==> src/rtl/regfile_pkg.sv <==
// Shared widths and the write-back entry type for the register-file write path.
// Pure declarations: no latency, no flow control.
package regfile_pkg;
  localparam int DATA_W = 32;
  localparam int ADDR_W = 5;

  typedef struct packed {
    logic [ADDR_W-1:0] rd;
    logic [DATA_W-1:0] data;
  } wb_entry_t;
endpackage

==> src/rtl/regfile_writeback_buffer_if.sv <==
// Write-back request channel from the execute/load units into the buffer.
// Valid/ready: a request transfers on any rising edge with wb_valid & wb_ready.
interface regfile_writeback_buffer_if;
  import regfile_pkg::*;

  logic              wb_valid;
  logic              wb_ready;
  logic [ADDR_W-1:0] wb_rd;
  logic [DATA_W-1:0] wb_data;

  modport master (output wb_valid, output wb_rd, output wb_data, input wb_ready);
  modport slave  (input wb_valid, input wb_rd, input wb_data, output wb_ready);
endinterface

==> src/rtl/wb_fifo.sv <==
// Circular-buffer FIFO with occupancy count; entries exported oldest-first for forwarding.
// One push and one pop per edge; caller guarantees no push when full or pop when empty.
module wb_fifo
  import regfile_pkg::*;
#(
  parameter  int DEPTH = 4,
  localparam int PTR_W = $clog2(DEPTH),
  localparam int CNT_W = $clog2(DEPTH + 1)
) (
  input  logic             clk,
  input  logic             rst_n,
  input  logic             flush,
  input  logic             push,
  input  wb_entry_t        push_entry,
  input  logic             pop,
  output wb_entry_t        head_entry,
  output logic [CNT_W-1:0] count,
  output wb_entry_t        entries [DEPTH],
  output logic [DEPTH-1:0] valid
);
  wb_entry_t        mem [DEPTH];
  logic [PTR_W-1:0] head;
  logic [PTR_W-1:0] tail;

  // DEPTH is a power of two, so plain pointer overflow is the modulo wrap.
  always_ff @(posedge clk or negedge rst_n) begin
    if (!rst_n) begin
      head  <= '0;
      tail  <= '0;
      count <= '0;
    end else if (flush) begin
      head  <= '0;
      tail  <= '0;
      count <= '0;
    end else begin
      if (push) tail <= tail + 1'b1;
      if (pop)  head <= head + 1'b1;
      count <= count + CNT_W'(push) - CNT_W'(pop);
    end
  end

  always_ff @(posedge clk) begin
    if (push && !flush) mem[tail] <= push_entry;
  end

  assign head_entry = mem[head];

  always_comb begin
    for (int i = 0; i < DEPTH; i++) begin
      entries[i] = mem[head + PTR_W'(i)];
      valid[i]   = (CNT_W'(i) < count);
    end
  end
endmodule

==> src/rtl/regfile_writeback_buffer.sv <==
// Buffers write-backs and drains one per cycle to the RF write port (2-edge min latency), with read bypass.
// wb_ready drops only when the FIFO holds DEPTH entries; rf_stall holds the drain, flush discards everything.
module regfile_writeback_buffer
  import regfile_pkg::*;
#(
  parameter  int DEPTH = 4,
  localparam int CNT_W = $clog2(DEPTH + 1)
) (
  input  logic                       clk,
  input  logic                       rst_n,
  regfile_writeback_buffer_if.slave  wb,
  input  logic                       rf_stall,
  input  logic                       flush,
  output logic                       RegWrite,
  output logic [ADDR_W-1:0]          Rd,
  output logic [DATA_W-1:0]          Write_data,
  input  logic [ADDR_W-1:0]          Rs1,
  input  logic [ADDR_W-1:0]          Rs2,
  output logic                       fwd1_hit,
  output logic [DATA_W-1:0]          fwd1_data,
  output logic                       fwd2_hit,
  output logic [DATA_W-1:0]          fwd2_data,
  output logic [CNT_W-1:0]           count
);
  logic             push;
  logic             pop;
  wb_entry_t        head_entry;
  wb_entry_t        entries [DEPTH];
  logic [DEPTH-1:0] valid;

  assign wb.wb_ready = (count != CNT_W'(DEPTH));
  // x0 requests still handshake but never occupy a slot.
  assign push = wb.wb_valid && wb.wb_ready && !flush && (wb.wb_rd != '0);
  assign pop  = (count != '0) && !rf_stall && !flush;

  wb_fifo #(.DEPTH(DEPTH)) u_fifo (
    .clk        (clk),
    .rst_n      (rst_n),
    .flush      (flush),
    .push       (push),
    .push_entry ('{rd: wb.wb_rd, data: wb.wb_data}),
    .pop        (pop),
    .head_entry (head_entry),
    .count      (count),
    .entries    (entries),
    .valid      (valid)
  );

  always_ff @(posedge clk or negedge rst_n) begin
    if (!rst_n) begin
      RegWrite   <= 1'b0;
      Rd         <= '0;
      Write_data <= '0;
    end else begin
      RegWrite <= pop;
      if (pop) begin
        Rd         <= head_entry.rd;
        Write_data <= head_entry.data;
      end
    end
  end

  // Scan oldest to newest so the newest matching entry is the one left standing.
  always_comb begin
    fwd1_hit  = 1'b0;
    fwd1_data = '0;
    fwd2_hit  = 1'b0;
    fwd2_data = '0;
    if (RegWrite && Rd == Rs1 && Rs1 != '0) begin
      fwd1_hit  = 1'b1;
      fwd1_data = Write_data;
    end
    if (RegWrite && Rd == Rs2 && Rs2 != '0) begin
      fwd2_hit  = 1'b1;
      fwd2_data = Write_data;
    end
    for (int i = 0; i < DEPTH; i++) begin
      if (valid[i] && entries[i].rd == Rs1 && Rs1 != '0) begin
        fwd1_hit  = 1'b1;
        fwd1_data = entries[i].data;
      end
      if (valid[i] && entries[i].rd == Rs2 && Rs2 != '0) begin
        fwd2_hit  = 1'b1;
        fwd2_data = entries[i].data;
      end
    end
  end
endmodule

==> src/flat_wrapper.sv <==
// flat-port wrapper written by rule: the top's interface ports become plain ports
module regfile_writeback_buffer_flat import regfile_pkg::*;
#(
  parameter  int DEPTH = 4,
  localparam int CNT_W = $clog2(DEPTH + 1)
)
  (clk, rst_n, rf_stall, flush, RegWrite, Rd, Write_data, Rs1, Rs2, fwd1_hit, fwd1_data, fwd2_hit, fwd2_data, count, wb_wb_valid, wb_wb_rd, wb_wb_data, wb_wb_ready);
  regfile_writeback_buffer_if wb_i ();
  input  logic clk;
  input  logic rst_n;
  input  logic rf_stall;
  input  logic flush;
  output logic RegWrite;
  output logic [ADDR_W-1:0] Rd;
  output logic [DATA_W-1:0] Write_data;
  input  logic [ADDR_W-1:0] Rs1;
  input  logic [ADDR_W-1:0] Rs2;
  output logic fwd1_hit;
  output logic [DATA_W-1:0] fwd1_data;
  output logic fwd2_hit;
  output logic [DATA_W-1:0] fwd2_data;
  output logic [CNT_W-1:0] count;
  input wire logic [$bits(wb_i.wb_valid)-1:0] wb_wb_valid;
  input wire logic [$bits(wb_i.wb_rd)-1:0] wb_wb_rd;
  input wire logic [$bits(wb_i.wb_data)-1:0] wb_wb_data;
  output wire logic [$bits(wb_i.wb_ready)-1:0] wb_wb_ready;
  assign wb_i.wb_valid = wb_wb_valid;
  assign wb_i.wb_rd = wb_wb_rd;
  assign wb_i.wb_data = wb_wb_data;
  assign wb_wb_ready = wb_i.wb_ready;
  regfile_writeback_buffer #(.DEPTH(DEPTH)) u_core (.clk(clk), .rst_n(rst_n), .wb(wb_i), .rf_stall(rf_stall), .flush(flush), .RegWrite(RegWrite), .Rd(Rd), .Write_data(Write_data), .Rs1(Rs1), .Rs2(Rs2), .fwd1_hit(fwd1_hit), .fwd1_data(fwd1_data), .fwd2_hit(fwd2_hit), .fwd2_data(fwd2_data), .count(count));
endmodule
==> config.mk <==
export PLATFORM = sky130hd
export DESIGN_NAME = regfile_writeback_buffer_flat
export DESIGN_NICKNAME = d
export VERILOG_FILES = /design/src/rtl/regfile_pkg.sv /design/src/rtl/regfile_writeback_buffer_if.sv /design/src/rtl/wb_fifo.sv /design/src/rtl/regfile_writeback_buffer.sv /design/src/flat_wrapper.sv
export SDC_FILE = /design/constraint.sdc
export NUM_CORES = 1
export LEC_CHECK = 0
export ABC_AREA = 1
export CAP_MARGIN = 20
export CORE_UTILIZATION = 60
export CTS_BUF_LIST = sky130_fd_sc_hd__clkbuf_4
export DETAILED_ROUTE_END_ITERATION = 6
export DONT_BUFFER_PORTS = 1
export PLACE_DENSITY = 0.78
export SKIP_LAST_GASP = 1
export SYNTH_ARGS = -nofsm -noshare
export SYNTH_HDL_FRONTEND = slang
export SYNTH_HIERARCHICAL = 1
export SYNTH_SLANG_ARGS = --single-unit
export TNS_END_PERCENT = 10
==> constraint.sdc <==
create_clock -name clk -period 3.5 [get_ports clk]
set_input_delay 0.35 -clock clk [delete_from_list [all_inputs] [get_ports clk]]
set_output_delay 0.35 -clock clk [all_outputs]
set_load 0.005 [all_outputs]
==> results.toml <==
[detailed_routing]
drt_iter0_drc = 1948
wl_met1_um = 18500
routed.top_layer = "met4"
drc = 0
antenna_left = 0
vias = 15900
wl_met2_um = 21900
drt-total-wl_um = 47800
wire_per_inst_um = 16.9
dr_wl_met3_um = 5630
vias_per_cell = 5.65
dr.pass1.iters = 7

[placed_design]
numPortBuffers = 0
globalplace.congestion = 0.936
hpwl_um = 31700
placed_area_um2 = 15700
dp_cells = 2721
place_ws_ns = 0.211

[clocking]
tritoncts.num_buffers = 17
cts.path.max_buffers = 2
cts_tree = "built"
cts-root-buf = "clkbuf_4"
clkLatencyLatePin_ns = 0.61
h-tree-depth = 4
cts.reportedPaths.clkPinSlew_ns = 0.15
clock-sinks = 193

[timing]
worst_slew_pin_slew_ns = 1.02
slew-limit-headroom_pct = 31.6
period_share_pct = 96.8
maxClockFrequency_ghz = 0.295
rsz0062_at_grt = "yes"
hold_violations = 0
drv_slew = 0
setup_viol = 0
post-route-min-period_ns = 3.39
layout_setup_ws_ns = 0.114
skew_ns = 0.0400

[worst_setup_path]
crit_buf_inv = 4
cpPeakStageDelay_ns = 0.57
cpMostUsedCell = "nand2_1"
start_kind = "register"
worstPathCellList = "clkinv_8 -> buf_12 -> nand2_1 -> nand3_1 -> nand2_1 -> inv_1 -> o211ai_1 -> nor2_4 -> buf_4 -> nand3_1 -> nand3_1 -> nand2_1 -> nand2_1 -> nand2_1"
crit_family = "simple AND/OR/NAND/NOR gates"
crit_fanout = 36
worstPathRequired_ns = 3.15
timing_worst_setup_path_type = "register to primary output"
cp.arrival_ns = 3.04
crit_slowest_cell = "dfrtp_4"
endpoint_kind = "primary output"

[power]
p_leak_uw = 0.00892
ir_drop_mv = 0.389
power_density_nw_per_um2 = 443
power_uw = 7450

[run]
maxCapViolCount = 0

[final_layout]
areaGrowthSynthToFinish_pct = 5.65
n_fill_cell = 2342
drive_gt1_share_pct = 7.66
nNetsFinal = 2529
finalNonFillerCells = 2820
multi_input_comb_area_um2 = 8020
final_cell_area_um2 = 16800
final_util_pct = 64.6
regArea_um2 = 5580

[synth]
yosysWarnings = 6
synth_top_area_share_pct = 29.4
synthCells = 2522
async_flop_share_pct = 23.3
muxShareOfSynthArea_pct = 0
synth_top_cells_by_count = "1248 x nand2_1, 323 x nand3_1, 322 x inv_1"
synth_xor_area_share_pct = 0.825
synth.area.top_cells = "nand2_1 29%, edfxtp_1 28%, nand3_1 10%"
synth.most_common_cell = "nand2_1"
syn_avg_cell_area_um2 = 6.31
synth-adder-area-share_pct = 0.754
synthFlopType = "edfxtp_1"
seq_area_frac_synth_pct = 35.0
yosys_register_bits = 193
syn_area_um2 = 15900
synthDistinctLibCells = 39
synth_compound_area_share_pct = 3.68
synthSimpleGateAreaFrac_pct = 44.4
synth_top_family_by_area = "simple AND/OR/NAND/NOR gates"
synth_edf_count = 148
syn_nets = 2583
synth_area_leader_cell = "nand2_1"

[global_route]
grt_max_degree = 58
grt_antenna_before_repair = 1
grt_overflow = 0
first_global_vias = 14200
grt_pass1_wl_um = 72700
grt_util_all_layers_pct = 34.6

[die]
boundaryPins = 160
coreArea_um2 = 26100
die_y_um = 165
start_util_pct = 61.1
rows = 59
dieArea_um2 = 27200
die_w_um = 165

[hold_path]
hp-class = "input port to register"

[run_status]
status = "complete, no violations"
-- cell usage in the layout (no fill, tap or decap), types with 2 or more instances in the layout --
cell / Yosys / final
clkinv_8: 0 / 3
ha_1: 8 / 8
clkbuf_16: 0 / 4
nor3_1: 4 / 3
a21oi_1: 36 / 36
o21ai_0: 69 / 68
nor3_2: 2 / 2
inv_1: 322 / 321
clkbuf_4: 0 / 18
nand2_2: 7 / 7
dlygate4sd3_1: 0 / 40
inv_2: 11 / 10
nand3_2: 31 / 31
edfxtp_1: 148 / 148
dfrtp_1: 45 / 43
o21ai_1: 3 / 4
buf_6: 11 / 8
buf_4: 84 / 40
nor2_8: 2 / 2
nand3_1: 323 / 323
buf_12: 0 / 12
buf_8: 0 / 3
nand2_4: 2 / 4
o211ai_1: 3 / 3
inv_6: 0 / 3
nor2_1: 28 / 24
inv_4: 3 / 3
inv_8: 0 / 2
xor2_1: 2 / 2
clkinv_4: 0 / 7
clkinv_1: 1 / 2
buf_16: 0 / 2
nor2_4: 9 / 18
xnor2_2: 0 / 2
nand4_1: 4 / 4
nand2_1: 1248 / 1245
diode_2: 0 / 4
xnor2_1: 13 / 11
-- path summary, 6_finish.rpt --
kind                                                  to                    from  slack [ns]  cells past startpoint
worst max-delay path                       fwd2_data[31]   u_core/u_fifo/head[0]        0.11                     14
worst min-delay path               u_core/u_fifo/tail[1]             wb_wb_valid        0.08                      4
worst max register to register  u_core/u_fifo/mem[0][20]  u_core/u_fifo/count[2]        0.77                      7
worst min register to register     u_core/u_fifo/tail[0]   u_core/u_fifo/tail[0]        0.57                      1
max in group asynchronous          u_core/u_fifo/head[0]                   rst_n        3.00                      2
min in group asynchronous          u_core/Write_data[25]                   rst_n        0.22                      2
-- power breakdown --
part           internal (uW)  leakage, uW  switching (uW)  total (uW)
Sequential              2720      0.00190             383        3100
Clock                    314     0.000141             837        1150
Combinational            957      0.00688            2240        3200
Total                   3990      0.00892            3460        7450
-- layer usage --
layer,track usage (%),up-vias
met1,43.9,7142
met5,0,-
met4,14.1,0
met2,56.3,973
met3,8.41,158
li1,-,7649
-- through the flow --
stage                     setup TNS (ns)  hold WS, ns
final                                  0       0.0762
after floorplan                        0       0.0544
after CTS                        -0.0450       0.0565
after global routing              -0.295       0.0686
after global placement                 0       0.0563
after detailed placement               0       0.0563
-- repair_timing --
| action | 4_1_cts | 5_1_grt |
|---|---|---|
| buffers inserted | 6 | 11 |
| resized for setup | 12 | 41 |
| endpoints found under the setup margin | 66 | 66 |
| cloned | 0 | 5 |
| hold endpoints to repair | 201 | 0 |
| pin swaps | 4 | 7 |
| hold buffers | 41 | 0 |
-- tightest hold or removal path, delay by kind of cell --
family	cells	cell delay [ns]
simple gates	3	0.21
compound gates	1	0.08
-- sequential cells by signal, indices dropped and copies added (netlist names) --
| name | flops |
|---|---|
| u_core/u_fifo/mem | 148 |
| u_core/Write_data | 32 |
| u_core/Rd | 5 |
| u_core/u_fifo/count | 3 |
| u_core/u_fifo/head | 2 |
| u_core/u_fifo/tail | 2 |
| u_core/RegWrite | 1 |
-- layout make-up --
| type | instances | share of cell area, % |
|---|---|---|
| multi-input cells | 1809 | 47.7 |
| clock buffers | 18 | 0.803 |
| diodes | 4 | 0.0595 |
| repair buffers | 109 | 7.32 |
| inverters | 337 | 7.71 |
| well taps | 335 | 2.49 |
| clock inverters | 14 | 0.766 |
| flip-flops and latches | 193 | 33.1 |
| repair inverters | 1 | 0.0521 |
-- cell families (layout without fill, tap and decap cells) --
kind of cell | after synthesis | after routing
simple gates | 1671 | 1671
buf+inv | 520 | 479
flops | 193 | 193
compound gates | 114 | 114
xor+xnor | 15 | 15
fa+ha+maj | 9 | 9
other cells | 0 | 4
Power figures use the tool's default switching activity.
